### src/rtl/calc_sequencer.sv
`default_nettype none
// ============================================================================
// Module   : calc_sequencer
// Keypad calculator sequencer: operand entry, ALU handshake and watchdog.
// Optional decimal-entry restriction is enabled with macro CALC_DEC_MODE_EN.
// Revision : 1.0
// ============================================================================
module calc_sequencer #(
    parameter int DIGITS    = 4,
    parameter int WD_CYCLES = 255
) (
    input  logic                  clk,
    input  logic                  rst,
    input  logic                  key_press,
    input  logic [4:0]            key_val,
    input  logic                  dec_mode,
    input  logic [4*DIGITS-1:0]   alu_result,
    input  logic                  alu_done,
    output logic                  restriction,
    output logic [4*DIGITS-1:0]   op_a,
    output logic [4*DIGITS-1:0]   op_b,
    output logic [2:0]            alu_op,
    output logic                  alu_start,
    output logic [4*DIGITS-1:0]   disp_val,
    output logic                  busy,
    output logic                  err
);

    localparam int C_W     = 4 * DIGITS;
    localparam int C_CNT_W = $clog2(DIGITS + 1);
    localparam int C_WD_W  = (WD_CYCLES < 2) ? 1 : $clog2(WD_CYCLES + 1);

    localparam logic [C_CNT_W-1:0] C_MAX_CNT = C_CNT_W'(DIGITS);
    localparam logic [C_WD_W-1:0]  C_WD_LOAD = C_WD_W'(WD_CYCLES);

    localparam logic [4:0] C_KEY_ADD = 5'h10;
    localparam logic [4:0] C_KEY_MUL = 5'h11;
    localparam logic [4:0] C_KEY_AND = 5'h12;
    localparam logic [4:0] C_KEY_EXE = 5'h13;
    localparam logic [4:0] C_KEY_SUB = 5'h14;
    localparam logic [4:0] C_KEY_OR  = 5'h15;
    localparam logic [4:0] C_KEY_CE  = 5'h16;
    localparam logic [4:0] C_KEY_CLR = 5'h17;

    typedef enum logic [1:0] {
        S_A    = 2'd0,
        S_B    = 2'd1,
        S_EXEC = 2'd2,
        S_RES  = 2'd3
    } state_t;

    state_t               state_q, state_d;
    logic [C_W-1:0]       op_a_q, op_a_d;
    logic [C_W-1:0]       op_b_q, op_b_d;
    logic [2:0]           alu_op_q, alu_op_d;
    logic [C_CNT_W-1:0]   cnt_q, cnt_d;
    logic [C_WD_W-1:0]    wd_q, wd_d;
    logic                 alu_start_q, alu_start_d;
    logic                 err_q, err_d;

    logic                 w_is_digit;
    logic                 w_digit_ok;
    logic                 w_is_op;
    logic [2:0]           w_op_code;
    logic                 w_is_exe;
    logic                 w_is_ce;
    logic                 w_is_clr;
    logic                 w_cnt_room;
    logic [C_W-1:0]       w_digit_ext;

    assign w_is_digit  = key_press && (key_val[4] == 1'b0);
    assign w_is_exe    = key_press && (key_val == C_KEY_EXE);
    assign w_is_ce     = key_press && (key_val == C_KEY_CE);
    assign w_is_clr    = key_press && (key_val == C_KEY_CLR);
    assign w_cnt_room  = (cnt_q < C_MAX_CNT);
    assign w_digit_ext = C_W'(key_val[3:0]);

`ifdef CALC_DEC_MODE_EN
    logic restr_q;

    // Restriction lags dec_mode by one cycle; hex digits are refused while it is set.
    always_ff @(posedge clk or negedge rst) begin
        if (!rst) begin
            restr_q <= 1'b0;
        end else begin
            restr_q <= dec_mode;
        end
    end

    assign restriction = restr_q;
    assign w_digit_ok  = w_is_digit && !(restr_q && (key_val[3:0] > 4'd9));
`else
    logic w_unused_dec;

    assign w_unused_dec = dec_mode;
    assign restriction  = 1'b0;
    assign w_digit_ok   = w_is_digit;
`endif

    always_comb begin
        w_is_op   = 1'b0;
        w_op_code = 3'd0;
        if (key_press) begin
            case (key_val)
                C_KEY_ADD: begin w_is_op = 1'b1; w_op_code = 3'd0; end
                C_KEY_SUB: begin w_is_op = 1'b1; w_op_code = 3'd1; end
                C_KEY_MUL: begin w_is_op = 1'b1; w_op_code = 3'd2; end
                C_KEY_AND: begin w_is_op = 1'b1; w_op_code = 3'd3; end
                C_KEY_OR:  begin w_is_op = 1'b1; w_op_code = 3'd4; end
                default:   ;
            endcase
        end
    end

    always_comb begin
        state_d     = state_q;
        op_a_d      = op_a_q;
        op_b_d      = op_b_q;
        alu_op_d    = alu_op_q;
        cnt_d       = cnt_q;
        wd_d        = wd_q;
        alu_start_d = 1'b0;
        err_d       = err_q;

        if (w_is_clr) begin
            // CLR is honoured everywhere, including an in-flight ALU operation.
            state_d  = S_A;
            op_a_d   = '0;
            op_b_d   = '0;
            alu_op_d = 3'd0;
            cnt_d    = '0;
            wd_d     = '0;
            err_d    = 1'b0;
        end else begin
            case (state_q)
                S_A: begin
                    if (w_digit_ok) begin
                        if (w_cnt_room) begin
                            op_a_d = {op_a_q[C_W-5:0], key_val[3:0]};
                            cnt_d  = cnt_q + C_CNT_W'(1);
                        end
                    end else if (w_is_op) begin
                        alu_op_d = w_op_code;
                        op_b_d   = '0;
                        cnt_d    = '0;
                        state_d  = S_B;
                    end else if (w_is_ce) begin
                        op_a_d = '0;
                        cnt_d  = '0;
                    end
                end

                S_B: begin
                    if (w_digit_ok) begin
                        if (w_cnt_room) begin
                            op_b_d = {op_b_q[C_W-5:0], key_val[3:0]};
                            cnt_d  = cnt_q + C_CNT_W'(1);
                        end
                    end else if (w_is_op) begin
                        alu_op_d = w_op_code;
                    end else if (w_is_ce) begin
                        op_b_d = '0;
                        cnt_d  = '0;
                    end else if (w_is_exe) begin
                        alu_start_d = 1'b1;
                        wd_d        = C_WD_LOAD;
                        state_d     = S_EXEC;
                    end
                end

                S_EXEC: begin
                    // wd_q == 1 marks the last permitted waiting cycle.
                    if (alu_done) begin
                        op_a_d  = alu_result;
                        cnt_d   = '0;
                        wd_d    = '0;
                        state_d = S_RES;
                    end else if (wd_q <= C_WD_W'(1)) begin
                        err_d   = 1'b1;
                        op_a_d  = '0;
                        op_b_d  = '0;
                        cnt_d   = '0;
                        wd_d    = '0;
                        state_d = S_A;
                    end else begin
                        wd_d = wd_q - C_WD_W'(1);
                    end
                end

                S_RES: begin
                    if (w_digit_ok) begin
                        op_a_d  = w_digit_ext;
                        cnt_d   = C_CNT_W'(1);
                        state_d = S_A;
                    end else if (w_is_op) begin
                        alu_op_d = w_op_code;
                        op_b_d   = '0;
                        cnt_d    = '0;
                        state_d  = S_B;
                    end else if (w_is_ce) begin
                        op_a_d  = '0;
                        cnt_d   = '0;
                        state_d = S_A;
                    end
                end

                default: begin
                    state_d = S_A;
                end
            endcase
        end
    end

    always_ff @(posedge clk or negedge rst) begin
        if (!rst) begin
            state_q     <= S_A;
            op_a_q      <= '0;
            op_b_q      <= '0;
            alu_op_q    <= 3'd0;
            cnt_q       <= '0;
            wd_q        <= '0;
            alu_start_q <= 1'b0;
            err_q       <= 1'b0;
        end else begin
            state_q     <= state_d;
            op_a_q      <= op_a_d;
            op_b_q      <= op_b_d;
            alu_op_q    <= alu_op_d;
            cnt_q       <= cnt_d;
            wd_q        <= wd_d;
            alu_start_q <= alu_start_d;
            err_q       <= err_d;
        end
    end

    assign op_a      = op_a_q;
    assign op_b      = op_b_q;
    assign alu_op    = alu_op_q;
    assign alu_start = alu_start_q;
    assign err       = err_q;
    assign busy      = (state_q == S_EXEC);
    assign disp_val  = ((state_q == S_A) || (state_q == S_RES)) ? op_a_q : op_b_q;

endmodule
`default_nettype wire

### config.mk
export PLATFORM = sky130hd
export DESIGN_NAME = calc_sequencer
export DESIGN_NICKNAME = d
export VERILOG_FILES = /design/src/rtl/calc_sequencer.sv
export SDC_FILE = /design/constraint.sdc
export NUM_CORES = 1
export LEC_CHECK = 0
export CORE_UTILIZATION = 55
export CTS_BUF_LIST = sky130_fd_sc_hd__clkbuf_4 sky130_fd_sc_hd__clkbuf_8
export CTS_CLUSTER_SIZE = 25
export DETAILED_ROUTE_END_ITERATION = 8
export GPL_ROUTABILITY_DRIVEN = 1
export GPL_TIMING_DRIVEN = 0
export PLACE_DENSITY = 0.88
export SYNTH_ARGS = -nofsm -noshare
export SYNTH_HDL_FRONTEND = slang
export SYNTH_SLANG_ARGS = --single-unit
### constraint.sdc
create_clock -name clk -period 3.72 [get_ports clk]
set_input_delay 0.372 -clock clk [delete_from_list [all_inputs] [get_ports clk]]
set_output_delay 0.372 -clock clk [all_outputs]
set_load 0.005 [all_outputs]
==> results of run 1 <==
[path summary, 6_finish.rpt]
path                       startpoint           end  slack [ps]
max reg2reg                state_q[0]      op_a[14]         640
max                        state_q[0]  disp_val[14]         280
min in group clk            alu_op[0]     alu_op[0]         530
max in group asynchronous         rst       op_a[6]        3130
min                               rst       op_b[5]          40
min reg2reg                 alu_op[0]     alu_op[0]         530
[power groups by stage]
| stage | clock [mW] | combinational [mW] | sequential, mW |
|---|---|---|---|
| 3_3_place_gp | 0 | 1.71 | 0.933 |
| 2_1_floorplan | 0 | 1.06 | 0.883 |
| 4_1_cts | 0.413 | 1.78 | 0.933 |
| 5_1_grt | 0.432 | 1.94 | 0.961 |
| 6_report | 0.412 | 1.79 | 0.945 |
| 3_5_place_dp | 0 | 1.77 | 0.944 |
[cell families (layout without fill, tap and decap cells)]
kind of cell             after synthesis  after routing
other                                  1              1
multiplexers                          17             17
AO/OA/AOI/OAI                        126            126
adder cells (fa/ha/maj)                9              9
buffers and inverters                 32            118
XOR/XNOR                               4              4
AND/OR/NAND/NOR                      109            109
flip-flops                            50             50
[state kept, by name, indices dropped and copies added (netlist names)]
register and count:
alu_start 1, op_a 16, alu_op 3, op_b 16
wd_q 8, err 1, cnt_q 3, state_q 2
[worst max-delay path: stages, from the launching register on]
cell and delay (ps):
dfrtp_1 450, inv_1 120, ha_1 290, clkbuf_1 550, buf_1 480, mux2_2 400
clkdlybuf4s50_1 450
[cells in the mapped netlist, types with 2 or more instances]
cell type and instances:
nand2_1 64, dfrtp_1 50, o21ai_0 24, clkbuf_1 18, a22o_2 17, a21oi_1 16, mux2_2 16, a221oi_1 13
nor2_1 10, a221o_1 9, ha_1 9, inv_1 8, a21boi_0 7, nand3_1 6, nor3_1 6, a32oi_1 5
o21a_1 5, a22oi_1 4, nand2b_1 4, nor2b_1 4, o22a_1 4, o31ai_1 3, xnor2_1 3, a21o_1 2
a31oi_1 2, and2_1 2, buf_1 2, buf_6 2, nand3b_1 2, o22ai_1 2, o41ai_1 2
[cell usage in the layout, fill, tap and decap left out, types with 5 or more instances in the layout]
cell type and instances:
clkbuf_1 18, a21oi_1 16, mux2_2 16, a32oi_1 5, a221oi_1 13, ha_1 9
dfrtp_1 50, a221o_1 9, o21a_1 5, nor2_1 10, clkbuf_8 5, o21ai_0 24
a22o_2 17, clkdlybuf4s50_1 76, a21boi_0 7, inv_1 8, nand2_1 64, nor3_1 6
nand3_1 6
[layer usage]
| metal | share of wire | vias to the layer above | GRT usage |
|---|---|---|---|
| li1 | - | 1479 | - |
| met1 | 0.40 | 1577 | 0.401 |
| met2 | 0.50 | 217 | 0.535 |
| met3 | 0.077 | 35 | 0.0407 |
| met4 | 0.025 | 0 | 0.131 |
| met5 | 0 | - | 0 |
[cell type report]
class | count | area [µm²]
multi-input cells | 266 | 1840
fillers | 395 | 1350
flip-flops and latches | 50 | 1250
repair buffers | 78 | 786
plain buffers | 24 | 110
well taps | 72 | 90.1
clock buffers | 5 | 68.8
clock inverters | 3 | 48.8
inverters | 8 | 30.0
[per-stage QoR]
| stage | util | setup slack (ps) |
|---|---|---|
| floorplan | - | 1380 |
| global placement | 0.734 | 696 |
| detailed placement | 0.737 | 660 |
| CTS | 0.758 | 290 |
| global route | 0.758 | 121 |
| finish | 0.758 | 285 |
==> flow_summary.json, run 1 <==
{
  "outcome": "finished, final reports clean",
  "hold_class": "in2async",
  "period_needed_ps": 3440,
  "finalNonFillerCells": 506,
  "gr-usage-all-layers": 0.314,
  "yosys.area_share.simple": 0.156,
  "p_sw_frac": 0.411,
  "routedWlPerCell_um": 18.6,
  "synthMuxAreaShare": 0.0589,
  "first_pass_grt_wire_length_mm": 15.2,
  "clock_sinks": 50,
  "drc": 0,
  "dominantRegCellSynth": "dfrtp_1",
  "max-vdd-ir-drop_uv": 392,
  "post-cts-setup-buffers": 0,
  "hold-worst-slack_ps": 35.2,
  "die_x_um": 78.6,
  "drtPass1Iterations": 6,
  "wl_mm": 9.39,
  "ant_nets": 0,
  "final_net_count": 468,
  "ctsHoldBuffers": 0,
  "synth-async-reset-ratio": 1.00,
  "globalplace.congestion": 0.899,
  "area_delta_synth_final_pct": 30.8,
  "synth.net_count": 383,
  "combinationalPowerShare": 0.569,
  "worst_skew_pair.late_latency_ps": 320,
  "share_of_final_layout_standard_cells_stronger_than_drive_strength_1": 0.124,
  "placed_cells_incl_taps": 498,
  "synth-compound-area-share": 0.308,
  "cts.reportedPaths.clkPinSlew_ps": 110,
  "total_power_mw": 3.15,
  "hold_violations": 0,
  "max_slew.worst_pin.slew_ps": 1340,
  "netlist.top_cell.by_area": "dfrtp_1",
  "setup.worst_path.start_class": "register",
  "antenna_found_initial": 0,
  "ys_ff_latch": 50,
  "max_slew_margin": 0.102,
  "chipHeight_um": 78.6,
  "p_clk_frac": 0.131,
  "synth_warnings": 0,
  "mappedNetlistArea_um2": 3230,
  "summed_area_of_non_filler_cells_in_the_final_layout_um2": 4220,
  "finClkSkew_ps": 12.2,
  "design.portCount": 81,
  "tritoncts.num_buffers": 5,
  "placedInstanceArea_um2": 4110,
  "initial_core_util": 0.580,
  "tcrit_tclk_final": 0.923,
  "timing.critical_path.required_ps": 3350,
  "htree_num_levels": 2,
  "first_global_vias": 3100,
  "clock_tree_root": "clkbuf_8",
  "cellPowerDensity_nw_per_um2": 745,
  "row_count": 27,
  "drt_iter0_drc": 388,
  "critical_path.max_fanout": 10,
  "hpwl_mm": 6.91,
  "ant_diodes": 0,
  "top_cells_by_area_synth": "dfrtp_1 (39%), nand2_1 (7.4%), mux2_2 (5.6%)",
  "globalRoute.totalOverflow": 0,
  "synth_sequential_area_ratio": 0.387,
  "mean_number_of_vias_per_cell": 6.54,
  "setup_repair_after_global_routing_missed_its_margin": "no",
  "r2r.worst_path.cells": 7,
  "via_count": 3308,
  "synthAdderAreaFrac": 0.0349,
  "power.net_switching_mw": 1.30,
  "setup_viol": 0,
  "critical_path_class": "reg2out",
  "floorplan.core_area_um2": 5570,
  "cap_viol_max_count": 0,
  "netlist.area_leader.share": 0.387,
  "finalSetupTns_ps": 0,
  "post_synth_xor_area_fraction": 0.0108,
  "synth_enable_flop_cells": 0,
  "post_cts_resize_count": 0,
  "setup.worst_path.end_class": "output port",
  "die_footprint_um2": 6180,
  "power.internal_mw": 1.85,
  "synthDistinctLibCells": 58,
  "power_leakage_nw": 1.77,
  "syn-instance-count": 348,
  "tritoncts": "done",
  "critPathArrivalTime_ps": 3060,
  "maximum_number_of_pins_on_one_net_before_global_route_repair": 27,
  "final_max_slew_viol_count": 0,
  "largest_family_of_logic_cells_by_synthesized_area": "compound AO/OA/AOI/OAI gates",
  "avgSynthCellArea_um2": 9.28,
  "p_seq_frac": 0.300,
  "cts_max_path_buffers": 2,
  "achievable-frequency_ghz": 0.291,
  "numPortBuffers": 77
}
Power figures use the tool's default switching activity.
==> inputs of run 2 (changes only) <==
--- a/config.mk
+++ b/config.mk
@@ -11,6 +11,7 @@
 export DETAILED_ROUTE_END_ITERATION = 8
 export GPL_ROUTABILITY_DRIVEN = 1
 export GPL_TIMING_DRIVEN = 0
+export HOLD_SLACK_MARGIN = 0.02
 export PLACE_DENSITY = 0.88
 export SYNTH_ARGS = -nofsm -noshare
 export SYNTH_HDL_FRONTEND = slang
==> constraint.sdc (replaced) <==
create_clock -name clk -period 3.72 [get_ports clk]
set_input_delay 0.372 -clock clk [delete_from_list [all_inputs] [get_ports clk]]
set_output_delay 0.372 -clock clk [all_outputs]
set_load 0.01 [all_outputs]
==> results of run 2 <==
Same layout as run 1 (identical final DEF). Status: finished, final reports clean.
Main changes from that run: setup slack after placement 660 ps -> 628 ps; setup slack after layout 285 ps -> 253 ps; total power 3.15 mW -> 3.23 mW; worst IR drop on VDD 392 µV -> 413 µV
